## src/rtl/fwd_pkg.sv

```systemverilog
// fwd_pkg: shared constants and the scoreboard entry type for the forwarding
// scoreboard (see forwarding_scoreboard.sv; optional macro FWD_STATS_EN).
package fwd_pkg;

    // Selector value meaning "read the register file"
    localparam int SEL_REGFILE = 0;

    // Downstream stage numbering; stage s result is selected with value s
    localparam int STAGE_MEM = 1;
    localparam int STAGE_WB  = 2;

    // Widest register address an entry can hold; REG_ADDR_W must not exceed it
    localparam int MAX_REG_ADDR_W = 8;

    // One in-flight instruction as seen by the hazard logic
    typedef struct packed {
        logic                      valid;
        logic                      wb_en;
        logic                      is_load;
        logic [MAX_REG_ADDR_W-1:0] dest;
    } fwd_entry_t;

    // Bubble / reset value of an entry
    localparam fwd_entry_t ENTRY_EMPTY = '0;

endpackage

```

## src/rtl/fwd_stage_reg.sv

```systemverilog
// fwd_stage_reg: one scoreboard entry register. Flush wins over advance;
// on advance the entry loads either the upstream entry or a bubble.
module fwd_stage_reg
    import fwd_pkg::*;
(
    input  logic       i_Clk,
    input  logic       i_Rst_n,
    input  logic       i_Advance,
    input  logic       i_Flush,
    input  logic       i_Bubble,
    input  fwd_entry_t i_D,
    output fwd_entry_t o_Q
);

    fwd_entry_t r_q;

    // Entry state: clear on reset/flush, shift on advance, otherwise hold
    always_ff @(posedge i_Clk or negedge i_Rst_n) begin
        // NOTE: the entry is reset because its valid bit gates every hazard
        // decision; an unknown valid after power-up would stall or forward garbage.
        if (!i_Rst_n) begin
            // NOTE: non-blocking assignment so every stage samples its upstream
            // neighbour's pre-edge value and the chain shifts by exactly one.
            r_q <= ENTRY_EMPTY;
        end else if (i_Flush) begin
            r_q <= ENTRY_EMPTY;
        end else if (i_Advance) begin
            r_q <= i_Bubble ? ENTRY_EMPTY : i_D;
        end
    end

    assign o_Q = r_q;

endmodule

```

## src/rtl/forwarding_scoreboard.sv

```systemverilog
// forwarding_scoreboard: tracks in-flight writers in the downstream stages and
// produces per-source bypass selectors plus a hazard stall for the issue stage.
// Optional macro FWD_STATS_EN adds saturating stall / forward event counters.
module forwarding_scoreboard
    import fwd_pkg::*;
#(
    parameter int REG_ADDR_W = 4,
    parameter int NUM_SRC    = 2,
    parameter int FWD_DEPTH  = STAGE_WB,
    parameter int SEL_W      = $clog2(FWD_DEPTH + 1)
) (
    input  logic                          i_Clk,
    input  logic                          i_Rst_n,
    input  logic                          i_Forwarding_Enable,
    input  logic                          i_Pipe_Advance,
    input  logic                          i_Flush,
    input  logic                          i_Issue_Valid,
    input  logic                          i_Issue_Write_Back_Enable,
    input  logic                          i_Issue_Is_Load,
    input  logic [REG_ADDR_W-1:0]         i_Issue_Destination,
    input  logic [NUM_SRC*REG_ADDR_W-1:0] i_Src,
    input  logic [NUM_SRC-1:0]            i_Src_Valid,
    output logic [NUM_SRC*SEL_W-1:0]      o_Sel_Src,
`ifdef FWD_STATS_EN
    output logic [15:0]                   o_Stall_Count,
    output logic [15:0]                   o_Fwd_Count,
`endif
    output logic                          o_Stall
);

    fwd_entry_t               w_entry [1:FWD_DEPTH];
    fwd_entry_t               w_issue_entry;
    logic                     w_issue_accept;
    logic [FWD_DEPTH:1]       w_match [NUM_SRC];
    logic                     w_any_match;
    logic                     w_mem_match;
    logic                     w_load_use;
    logic [NUM_SRC*SEL_W-1:0] w_sel_src;

    // Pack the issuing instruction into an entry (dest zero-extended)
    always_comb begin
        w_issue_entry         = ENTRY_EMPTY;
        w_issue_entry.valid   = 1'b1;
        w_issue_entry.wb_en   = i_Issue_Write_Back_Enable;
        w_issue_entry.is_load = i_Issue_Is_Load;
        w_issue_entry.dest    = MAX_REG_ADDR_W'(i_Issue_Destination);
    end

    // A stalled or absent issue enters the pipeline as a bubble
    assign w_issue_accept = i_Issue_Valid && !o_Stall;

    // Entry chain: stage 1 takes the issue slot, stage s+1 takes stage s
    for (genvar s = 1; s <= FWD_DEPTH; s++) begin : g_stage
        fwd_entry_t w_d;
        logic       w_bubble;

        if (s == STAGE_MEM) begin : g_head
            assign w_d      = w_issue_entry;
            assign w_bubble = !w_issue_accept;
        end else begin : g_tail
            assign w_d      = w_entry[s-1];
            assign w_bubble = 1'b0;
        end

        fwd_stage_reg u_entry (
            .i_Clk     (i_Clk),
            .i_Rst_n   (i_Rst_n),
            .i_Advance (i_Pipe_Advance),
            .i_Flush   (i_Flush),
            .i_Bubble  (w_bubble),
            .i_D       (w_d),
            .o_Q       (w_entry[s])
        );
    end

    // Per-port, per-stage match against live writers
    always_comb begin
        for (int k = 0; k < NUM_SRC; k++) begin
            for (int s = 1; s <= FWD_DEPTH; s++) begin
                w_match[k][s] = i_Src_Valid[k] && w_entry[s].valid && w_entry[s].wb_en &&
                                (w_entry[s].dest ==
                                 MAX_REG_ADDR_W'(i_Src[k*REG_ADDR_W +: REG_ADDR_W]));
            end
        end
    end

    // Bypass selectors: youngest matching stage wins, regfile otherwise
    always_comb begin
        // NOTE: every bit gets a default before the conditional loop so this
        // block stays purely combinational instead of inferring a latch.
        w_sel_src = '0;
        for (int k = 0; k < NUM_SRC; k++) begin
            w_sel_src[k*SEL_W +: SEL_W] = SEL_W'(SEL_REGFILE);
            if (i_Forwarding_Enable) begin
                for (int s = FWD_DEPTH; s >= 1; s--) begin
                    if (w_match[k][s]) begin
                        w_sel_src[k*SEL_W +: SEL_W] = SEL_W'(s);
                    end
                end
            end
        end
    end

    assign o_Sel_Src = w_sel_src;

    // Hazard summary across all ports
    always_comb begin
        w_any_match = 1'b0;
        w_mem_match = 1'b0;
        for (int k = 0; k < NUM_SRC; k++) begin
            w_any_match = w_any_match | (|w_match[k]);
            w_mem_match = w_mem_match | w_match[k][STAGE_MEM];
        end
    end

    // Only a load in MEM cannot be bypassed; interlock mode stalls on any hit
    assign w_load_use = w_mem_match && w_entry[STAGE_MEM].is_load;
    assign o_Stall    = i_Issue_Valid && (i_Forwarding_Enable ? w_load_use : w_any_match);

`ifdef FWD_STATS_EN
    logic [15:0] r_stall_count;
    logic [15:0] r_fwd_count;

    // Saturating event counters, sampled on advancing cycles only
    always_ff @(posedge i_Clk or negedge i_Rst_n) begin
        if (!i_Rst_n) begin
            r_stall_count <= '0;
            r_fwd_count   <= '0;
        end else if (i_Pipe_Advance) begin
            if (o_Stall && (r_stall_count != 16'hFFFF)) begin
                r_stall_count <= r_stall_count + 16'd1;
            end
            if ((|w_sel_src) && (r_fwd_count != 16'hFFFF)) begin
                r_fwd_count <= r_fwd_count + 16'd1;
            end
        end
    end

    assign o_Stall_Count = r_stall_count;
    assign o_Fwd_Count   = r_fwd_count;
`endif

endmodule
```

## config.mk

```make
export PLATFORM = sky130hd
export DESIGN_NAME = forwarding_scoreboard
export DESIGN_NICKNAME = d
export VERILOG_FILES = /design/src/rtl/fwd_pkg.sv /design/src/rtl/fwd_stage_reg.sv /design/src/rtl/forwarding_scoreboard.sv
export SDC_FILE = /design/constraint.sdc
export NUM_CORES = 1
export LEC_CHECK = 0
export CAP_MARGIN = 20
export CORE_ASPECT_RATIO = 0.5
export CORE_UTILIZATION = 35
export CTS_CLUSTER_SIZE = 25
export DETAILED_ROUTE_END_ITERATION = 10
export PLACE_DENSITY_LB_ADDON = 0.2
export SLEW_MARGIN = 20
export SYNTH_ARGS = -nofsm -noshare
export SYNTH_HDL_FRONTEND = slang
export SYNTH_HIERARCHICAL = 1
export SYNTH_SLANG_ARGS = --single-unit
```

## constraint.sdc

```tcl
create_clock -name i_Clk -period 4.9 [get_ports i_Clk]
set_input_delay 0.98 -clock i_Clk [delete_from_list [all_inputs] [get_ports i_Clk]]
set_output_delay 0.98 -clock i_Clk [all_outputs]
set_load 0.01 [all_outputs]
```

* Yosys cells after proc, flatten, opt, wreduce, memory -nomap -nowiden
Index checks and enable logic that the tools add are counted.
** Storage, ports and cells
- Output and inout port bits :: 5
- Word-level logic and storage cells :: 44
- Bits in registers :: 21
- Bits of input ports :: 22
** Operators by class
- Reductions and logical operators :: 19
- Equal/unequal tests :: 4
- Muxes and demuxes :: 12
- Bitwise gates (word level) :: 2
** Operators by type and width (count)
- $mux 11 :: 5
- $eq 8x4->1 :: 4
- $logic_and 1x1->1 :: 15
- $mux 2 :: 6
- $reduce_or 2->1 :: 2
- $or 1x1->1 :: 2
- $reduce_bool 2->1 :: 1
- $logic_not 1->1 :: 1
- $mux 1 :: 1

* Logic depth before layout (Yosys ltp)
- Depth after elaboration :: 12
- Depth in mapped cells :: 8
- Gate-level depth less buffers :: 7

* Cells and area by module
Netlist, hierarchy kept.
** Modules (own cells, without submodules)
- fwd_stage_reg :: cells an instance 27, area each 419.2 um2, instances 2
- forwarding_scoreboard :: cells an instance 43, area each 309.0 um2, instances 1

* Worst setup path after synthesis
No wires, ideal clock.
- Kind :: input port to output port
- Start point :: input port i_Forwarding_Enable
- End point :: output port o_Sel_Src[1]
- Cell stages on the path :: 3
- Arrival :: 1.906 ns
- Path buffers :: 0
- Required time :: 3.920 ns
- Path slack :: 2.014 ns
- Cells stage by stage :: inv_1 > or4_1 > nor3b_1
** On the way
- Word-level cells in the longest chain between the ends :: 1
** Ends and longest elaborated chain
- start, declared :: line forwarding_scoreboard.sv:14 : input logic i_Forwarding_Enable,
- $mux 2 :: line forwarding_scoreboard.sv:94 : if (i_Forwarding_Enable) begin
- end, declared :: line forwarding_scoreboard.sv:23 : output logic [NUM_SRC*SEL_W-1:0] o_Sel_Src,
No other way between the ends.

* Worst setup path after layout
- Start point :: input port i_Src[2]
- End point :: output port o_Stall
** On the way
- Word-level cells in the longest chain between the ends :: 6
- Elaborated cells between the ends (all ways) :: 10
- Those cells by class :: eq/ne (2); mux (1); bitwise (2); reduce/logical (5)
** Ends and longest elaborated chain
- start, declared :: line forwarding_scoreboard.sv:21 : input logic [NUM_SRC*REG_ADDR_W-1:0] i_Src,
- $eq 8x4->1 :: line forwarding_scoreboard.sv:81 : (w_entry[s].dest ==
- $logic_and 1x1->1 :: line forwarding_scoreboard.sv:80 : w_match[k][s] = i_Src_Valid[k] && w_entry[s].valid && w_entry[s].wb_en &&
- $reduce_or 2->1 / $or 1x1->1 (equally long branches) :: line forwarding_scoreboard.sv:111, forwarding_scoreboard.sv:112
- $or 1x1->1 / $logic_and 1x1->1 (equally long branches) :: line forwarding_scoreboard.sv:111, forwarding_scoreboard.sv:117
- $mux 1 * :: line forwarding_scoreboard.sv:118 : assign o_Stall = i_Issue_Valid && (i_Forwarding_Enable ? w_load_use : w_any_match);
- $logic_and 1x1->1 * :: line forwarding_scoreboard.sv:118
- end, declared :: line forwarding_scoreboard.sv:28 : output logic o_Stall
Mark *: on every way between the ends. The rest lies on a longest branch, timed or not.

==> results.toml <==
[outcome]
run_status = "finished, final reports clean"

[clock_network]
cts_resized = 0
insertion_delay_ns = 0.26
cts-root-buf = "clkbuf_8"
cts_sinks = 21
cts_tree = "done"
cts_hold_buf = 0
max-clock-path-buffers = 2
path_clk_slew_ns = 0.08
cts_setup_buffers = 0
cts_inserted_buffers = 3
htreeDepth = 1

[placement]
place_congestion = 0.826
numPortBuffers = 26
hpwl_mm = 1.84

[critical_path]
rr_worst_depth = 7
cp.arrival_ns = 2.92
path_common_cell = "clkdlybuf4s50_1"
max_stage_delay_ns = 0.54
path_max_fanout = 2
critPathCapture = "o_Stall"
crit_slowest_cell = "clkdlybuf4s50_1"
reg2reg_slack_ns = 2.95
crit_type = "in -> out"
r2r-end = "g_stage[1].u_entry/o_Q[0]"
end_kind = "primary output"
rr_startpoint = "g_stage[1].u_entry/o_Q[5]"
worst_setup_path_start_kind = "input port"
startpoint = "i_Src[2]"
cp_cell_sequence = "clkdlybuf4s50_1 -> xor2_1 -> nor4_1 -> o21ai_0 -> a21boi_1 -> clkdlybuf4s50_1"
crit_required_ns = 3.92

[cells_and_area]
final_cell_mix = "clkdlybuf4s50_1 (26), a32o_1 (21), dfrtp_1 (21)"
antennaDiodeCount = 0
nNetsFinal = 146
layout_commonest_cell = "clkdlybuf4s50_1"
layout-drive-gt1-share_pct = 8.13
largest_reg_flops = 21
areaGrowthSynthToFinish_pct = 29.4

[floorplan]
die_h_um = 41.9
io_pins = 27
rows = 14
fp.dieArea_mm2 = 0.00342
die_w_um = 81.7
start_util_pct = 36.9
coreArea_mm2 = 0.00301

[grt]
grt_max_degree = 24
antenna_found_initial = 0
grt_pass1_vias = 878
grt_usage_pct = 15.7
grt_pass1_wl_mm = 3.96
grt_overflow_total = 0

[min_path]
hp-class = "reg -> reg"
worstHoldStart = "g_stage[2].u_entry/o_Q[5]"

[detailed_routing]
first_iter_violations = 37
vias = 879
wl_met2_mm = 1.16
highest_layer = "met4"
drc = 0
met3_length_um = 73
wl_met1_mm = 1.18
ant_nets = 0
wl_per_cell_um = 15.0
detail_route.vias_per_cell = 5.39
drt-total-wl_mm = 2.44
dr.pass1.iters = 4

[synth]
synth_warnings = 6
synth_cells = 95
netlist_area_mm2 = 0.00111
synth_area_per_cell_um2 = 11.7

[timing]
slew_violations = 0
maxSlewHeadroom_pct = 38.7
fmax_mhz = 256
finalSetupViolCount = 0
period_minus_slack_ns = 3.90
fin_skew_ns = 0.00967
finalHoldViolations = 0
worst_pin_slew_ns = 0.917
rsz0062_at_grt = "false"
finalSetupTns_ns = 0
fin_crit_sh_pct = 79.6

[power]
p_leak_nw = 0.560
power_mw = 0.346
power_density_mw_per_mm2 = 241
peakVddDrop_mv = 0.121

[flow_run]
drv_cap = 0
how the worst min path moves through the flow:
| stage | to | cells past startpoint |
|---|---|---|
| finish | g_stage[2].u_entry/o_Q[5] | 1 |
| global route | g_stage[2].u_entry/o_Q[5] | 1 |
| CTS | g_stage[2].u_entry/o_Q[5] | 1 |
| detailed placement | g_stage[2].u_entry/o_Q[5] | 1 |
| global placement | g_stage[2].u_entry/o_Q[10] | 1 |
| floorplan | g_stage[2].u_entry/o_Q[10] | 1 |
layer usage:
metal,track usage (%),vias up
li1,-,422
met1,19.9,443
met2,26.6,12
met3,3.96,2
met4,4.21,0
met5,0,-
layout make-up:
cell class | instances | area, um^2
multi-input combinational | 71 | 551
sequential | 21 | 526
timing repair buffer | 26 | 260
clock inverter | 1 | 7.51
inverter | 1 | 3.75
tap | 40 | 50.0
clock buffer | 3 | 41.3
fill | 296 | 1570
per-stage QoR:
stage	hold slack [ns]	area, um^2	setup WS [ns]	instances	utilization (%)
2_1_floorplan	0.465	1130	2.01	99	-
3_5_place_dp	0.481	1390	1.01	159	46.1
5_1_grt	0.511	1440	0.868	163	47.8
6_report	0.499	1440	1.00	163	47.8
3_3_place_gp	0.475	1390	1.01	159	46.1
4_1_cts	0.500	1440	1.00	163	47.8
report_power, final:
part	switching, mW	internal, mW	total [mW]
Clock	0.0561	0.0573	0.113
Combinational	0.0242	0.0263	0.0505
Sequential	0.00469	0.178	0.182
Total	0.0850	0.261	0.346
worst max-delay path: cells and delay by family:
family / cells / cell delay (ns)
XOR/XNOR: 1 / 0.18
buffers and inverters: 2 / 0.99
AO/OA/AOI/OAI: 2 / 0.36
AND/OR/NAND/NOR: 1 / 0.40
Note: power is estimated with default switching activity, not from simulation.
